==> config.mk <==
export PLATFORM = sky130hd
export DESIGN_NAME = outp_beat_serializer
export DESIGN_NICKNAME = d
export VERILOG_FILES = /design/src/rtl/outp_beat_serializer.sv
export SDC_FILE = /design/constraint.sdc
export NUM_CORES = 1
export LEC_CHECK = 0
export ABC_AREA = 1
export BUFFER_PORTS_ARGS = -buffer_cell sky130_fd_sc_hd__buf_2
export CAP_MARGIN = 20
export CORE_MARGIN = 3
export CORE_UTILIZATION = 57
export CTS_BUF_LIST = sky130_fd_sc_hd__clkbuf_2
export DETAILED_ROUTE_END_ITERATION = 10
export PLACE_DENSITY = 0.83
export SLEW_MARGIN = 20
export SYNTH_ARGS = -nofsm -noshare
export SYNTH_HDL_FRONTEND = slang
export SYNTH_SLANG_ARGS = --single-unit
==> constraint.sdc <==
create_clock -name clk -period 6.7 [get_ports clk]
set_input_delay 1.34 -clock clk [delete_from_list [all_inputs] [get_ports clk]]
set_output_delay 1.34 -clock clk [all_outputs]
set_load 0.01 [all_outputs]
==> src/rtl/outp_beat_serializer.sv <==
// Captures a wide output vector and streams it LSB-first as LANE_WIDTH-bit beats
// under valid/ready, keeping a running XOR signature of the beats accepted in each frame.
module outp_beat_serializer #(
  parameter int OUT_WIDTH  = 131,
  parameter int LANE_WIDTH = 8
) (
  input  logic                  clk,
  input  logic                  reset,
  input  logic                  cap_valid,
  output logic                  cap_ready,
  input  logic [OUT_WIDTH-1:0]  outp_in,
  output logic                  ser_valid,
  input  logic                  ser_ready,
  output logic [LANE_WIDTH-1:0] ser_data,
  output logic                  ser_last,
  output logic [LANE_WIDTH-1:0] sig_out,
  output logic                  sig_valid
);

  localparam int NBEATS = (OUT_WIDTH + LANE_WIDTH - 1) / LANE_WIDTH;
  localparam int CNT_W  = (NBEATS > 1) ? $clog2(NBEATS) : 1;
  localparam int SH_W   = NBEATS * LANE_WIDTH;
  localparam logic [CNT_W-1:0] LAST_CNT = CNT_W'(NBEATS - 1);

  typedef enum logic {S_IDLE, S_SEND} state_t;

  state_t                r_state;
  logic [SH_W-1:0]       r_shift;
  logic [CNT_W-1:0]      r_cnt;
  logic [LANE_WIDTH-1:0] r_sig;
  logic                  r_sig_vld;
  logic [SH_W-1:0]       w_load;
  logic [LANE_WIDTH-1:0] w_beat;
  logic                  w_last;

  // Zero-pad the captured vector up to a whole number of beats.
  always_comb begin
    w_load = '0;
    w_load[OUT_WIDTH-1:0] = outp_in;
  end

  assign w_beat = r_shift[LANE_WIDTH-1:0];
  assign w_last = (r_cnt == LAST_CNT);

  always_ff @(posedge clk or posedge reset) begin
    if (reset) begin
      r_state   <= S_IDLE;
      r_shift   <= '0;
      r_cnt     <= '0;
      r_sig     <= '0;
      r_sig_vld <= 1'b0;
    end else begin
      r_sig_vld <= 1'b0;
      case (r_state)
        S_IDLE: begin
          if (cap_valid) begin
            r_shift <= w_load;
            r_cnt   <= '0;
            r_sig   <= '0;
            r_state <= S_SEND;
          end
        end
        S_SEND: begin
          if (ser_ready) begin
            r_sig   <= r_sig ^ w_beat;
            r_shift <= r_shift >> LANE_WIDTH;
            r_cnt   <= r_cnt + CNT_W'(1);
            if (w_last) begin
              r_state   <= S_IDLE;
              r_sig_vld <= 1'b1;
            end
          end
        end
        default: r_state <= S_IDLE;
      endcase
    end
  end

  // Outputs depend only on registered state, never on ser_ready or cap_valid.
  assign cap_ready = (r_state == S_IDLE);
  assign ser_valid = (r_state == S_SEND);
  assign ser_data  = w_beat;
  assign ser_last  = ser_valid && w_last;
  assign sig_out   = r_sig;
  assign sig_valid = r_sig_vld;

endmodule

### Yosys cells after proc, flatten, opt, wreduce, memory -nomap -nowiden

Cells that the tools add are included.
Widths: inputs -> output; s select.

* word-level logic and storage cells: 29
* output and inout port bits: 20
* flip-flop bits (word level): 151
* input bits: 135

* muxes and demuxes: 16
* equal/unequal tests: 3
* bitwise gates (word level): 2
* $add $sub $neg: 1
* reduce and logical (&&, ||, !) cells: 2

Operators with widths (count)
* $mux 136: 2
* $pmux 136 s2: 1
* $mux 8: 2
* $pmux 8 s2: 1
* $mux 5: 2
* $pmux 5 s2: 1
* $xor 8x8->8: 1
* $mux 1: 6
* $add 5x1->5 const B: 1
* $eq 5x5->1 const B: 1
* $ne 2x2->1 const B: 2
* $pmux 1 s2: 1
* $reduce_and 2->1: 1
* $logic_and 1x1->1: 1
* $not 1->1: 1

### Logic depth before layout (Yosys ltp)

* depth in word-level cells: 4
* mapped depth: 9
* mapped depth without buffers: 6

### Least setup slack after synthesis

OpenSTA, ideal clock, no wires.

* path kind: register to output
* from: register r_state, in the netlist ser_valid
* to: output port ser_last
* arrival: 1.088 ns
* path buffers: 2
* required time: 5.360 ns
* cell stages (with the launch flop): 5
* setup slack: 4.272 ns
* path through: dfrtp_1 > buf_6 > inv_2 > clkbuf_1 > nor2_1

* word-level cells in the longest chain between the ends: 1

RTL lines
* start, declared: RTL line 27 `state_t r_state;`
* start signal, assigned: RTL line 47 `r_state <= S_IDLE;`
* start signal, assigned: RTL line 60 `r_state <= S_SEND;`
* start signal, assigned: RTL line 69 `r_state <= S_IDLE;`
* $logic_and 1x1->1: RTL line 83 `assign ser_last = ser_valid && w_last;`
* end, declared: RTL line 15 `output logic ser_last,`

Every way passes these cells.

### Worst setup path after layout

* from: register r_state, in the netlist ser_valid
* to: register r_shift[111]

* word-level cells in the longest chain between the ends: 3

RTL lines
* $not 1->1
* $ne 2x2->1 (no line)
* $reduce_and 2->1 (no line)
* end signal, assigned: RTL line 57 `r_shift <= w_load;`
* end signal, assigned: RTL line 66 `r_shift <= r_shift >> LANE_WIDTH;`
* end, declared: RTL line 28 `logic [SH_W-1:0] r_shift;`

Several ways; a longest one is shown, not always the timed one.
A chain may end at the register's enable or synchronous reset.

==> run metrics <==
crit-path leading delay family simple AND/OR/NAND/NOR gates; clk_skew 0.03101 ns; PD cells 329.4 nW/µm²; crit path max fanout 132; commonest cells in the netlist 153 x nand2_1, 146 x dfrtp_1, 127 x inv_1; post-cts resize count 0; Routed WL 15.80 mm; core area 12,720 µm²; Residual DRC 0; first-pass GRT wire length 26.01 mm; DRT iter0 DRCs 408; metal2 WL 7.434 mm; ys flop type dfrtp_1; top cell type's share of synthesized area 48.89%; Starting Density 58.74%; gpl congestion 0.8126; Netlist Area Pre-Place 7473 µm²; Rows 41; Post-synth EDFFs 0; largest net degree at the start of global routing 133; RSZ-0062 raised after global routing no; worst endpoint data arrival time 4.40 ns; post-CTS setup buffers 0; Netlist cell types 25; clock-pin slew on the worst setup and hold paths 0.18 ns; highest routed layer met5; Die W 120.5 µm; flip-flop and latch area 3657 µm²; Hold Crit Class reg2reg; antenna viol nets, final 0; dpl hpwl 10.88 mm; final period utilization 56.54%; fin. max-slew vios 0; Bufs and invs on worst path 1; max-cap violations 0; Critical Path RT 7.32 ns; Ports 155; Met3 Wirelength 963 µm; Final Core Density 64.36%; antenna violations before repair 1; Seq/Total Area, Yosys 48.89%; Period minus WS final 3.788 ns; Routed WL per cell 14.51 µm; Tot Pwr 2697 µW; crit path max-delay cell type dfrtp_4; Max stage delay on crit path 1.09 ns; worst-margin pin slew 1.080 ns; Placed Area 8016 µm²; Seq cells post-synth 146; Final Net Count 1,042; ANT cells 0; Worst-Skew Late Latency 0.70 ns; hold_buf cts 0; CP Launch Type flop; met1 WL 7.096 mm; Mapped Cells 794; most common cell in the synthesized netlist nand2_1; CTS sink cnt 146; endpoints failing setup 0; worst rel slew slack 27.99%; CTS tree yes; Setup TNS Final 0 ns; Mapped Avg Cell Area 9.412 µm²; Port Buf Inserts 154; fin area 8188 µm²; Hold Fails Final Rpt 0; GRT Total Usage 22.61%; Leakage 0.004432 µW; post-synth top area cell dfrtp_1; YS warnings 0; worst path cell trace nand2_2, nand2_8, buf_4, o211ai_2, o21ai_1; FFs w/ async S/R, synth 100.0%; first drt pass iteration count 5; post-synth net total 931; clk root buf clkbuf_2; area occupied by multi-input gates 2858 µm²; vias in the first global route 5,352; share of post-route cells with drive strength above 1 31.08%; H-tree lvl count 4; WS Path Type reg2reg; GRT overflow 0; synth-to-layout area growth 9.560%; placed cell count 1,058; DIE AREA 14,520 µm²; status finished clean; filler-free cell count of the finished design 1,089; Synth area leaders dfrtp_1 49%, o211ai_2 13%, nand2_1 7.7%; fmax 264.0 MHz; via count 5,637; Via density 5.176; Fill cells 1,113; total CTS buffers 17; Die Ht 120.5 µm; CP endpoint kind flop; VDD IR-drop max 0.1644 mV; Max clock buf depth 2
-- layout by cell type (no fill, tap or decap) --
cell type	count
a21oi_1	3
buf_2	154
buf_4	4
bufinv_16	1
clkbuf_2	20
clkinv_1	7
clkinv_2	3
dfrtp_1	145
dfrtp_4	1
ha_1	2
inv_1	126
inv_2	1
inv_6	1
nand2_1	153
nand2_2	1
nand2_4	1
nand2_8	1
nand3_1	4
nand4_1	3
nor2_1	6
nor3_1	1
o211ai_1	28
o211ai_2	80
o21ai_0	54
o21ai_1	92
o21ai_2	9
o21bai_1	1
or2_2	8
xnor2_1	7
-- area by class of cell --
type	count	share of cell area, %
multi-input cells	454	34.90
repair buffers	158	9.780
clock inverters	11	0.8710
flip-flops and latches	146	44.67
clock buffers	20	1.222
well taps	172	2.628
inverters	128	5.929
-- power breakdown --
group	leakage, µW	internal, µW	switching [µW]
registers	0.00197	1190	143
logic	0.00234	377	564
clock network	0.000120	126	295
-- state kept, by name, summed over array words and instances (netlist names) --
register	flops
ser_valid	1
r_cnt	5
r_shift	131
sig_out	8
sig_valid	1
-- tightest hold or removal path, delay by kind of cell, from the launching register on --
kind / cells / cell delay (ns)
AO/OA/AOI/OAI: 1 / 0.06
flip-flops: 1 / 0.39
AND/OR/NAND/NOR: 1 / 0.05
-- path summary, 6_finish.rpt --
| kind | start | endpoint | slack, ns | cells past startpoint |
|---|---|---|---|---|
| max | ser_valid$_DFF_PP0_ | r_shift[111]$_DFFE_PP0P_ | 2.91 | 5 |
| min | r_shift[59]$_DFFE_PP0P_ | r_shift[59]$_DFFE_PP0P_ | 0.52 | 2 |
| max reg2reg | ser_valid$_DFF_PP0_ | r_shift[111]$_DFFE_PP0P_ | 2.91 | 5 |
| min reg2reg | r_shift[59]$_DFFE_PP0P_ | r_shift[59]$_DFFE_PP0P_ | 0.52 | 2 |
| max in group asynchronous | reset | r_shift[130]$_DFFE_PP0P_ | 4.73 | 3 |
| min in group asynchronous | reset | r_shift[99]$_DFFE_PP0P_ | 0.79 | 2 |
-- through the flow --
step                      setup slack [ns]  hold WS [ns]
after global routing                 2.615        0.5477
after detailed placement             2.824        0.4820
after CTS                            2.877        0.5223
after global placement               2.902        0.4717
final                                2.912        0.5195
after floorplan                      1.437        0.4535
-- per-layer routing --
metal,vias up,track usage (%)
met1,2640,31.30
met2,146,35.70
met5,-,0
li1,2827,-
met3,22,5.519
met4,2,6.516
-- logic make-up after synthesis --
logic type | after synthesis | share of synthesized area (%)
AO/OA/AOI/OAI | 267 | 27.34
adder cells (fa/ha/maj) | 2 | 0.3348
AND/OR/NAND/NOR | 178 | 9.627
XOR/XNOR | 7 | 0.8204
buffers and inverters | 194 | 12.99
flip-flops | 146 | 48.89
No activity file was read; power rests on OpenSTA's default activity.
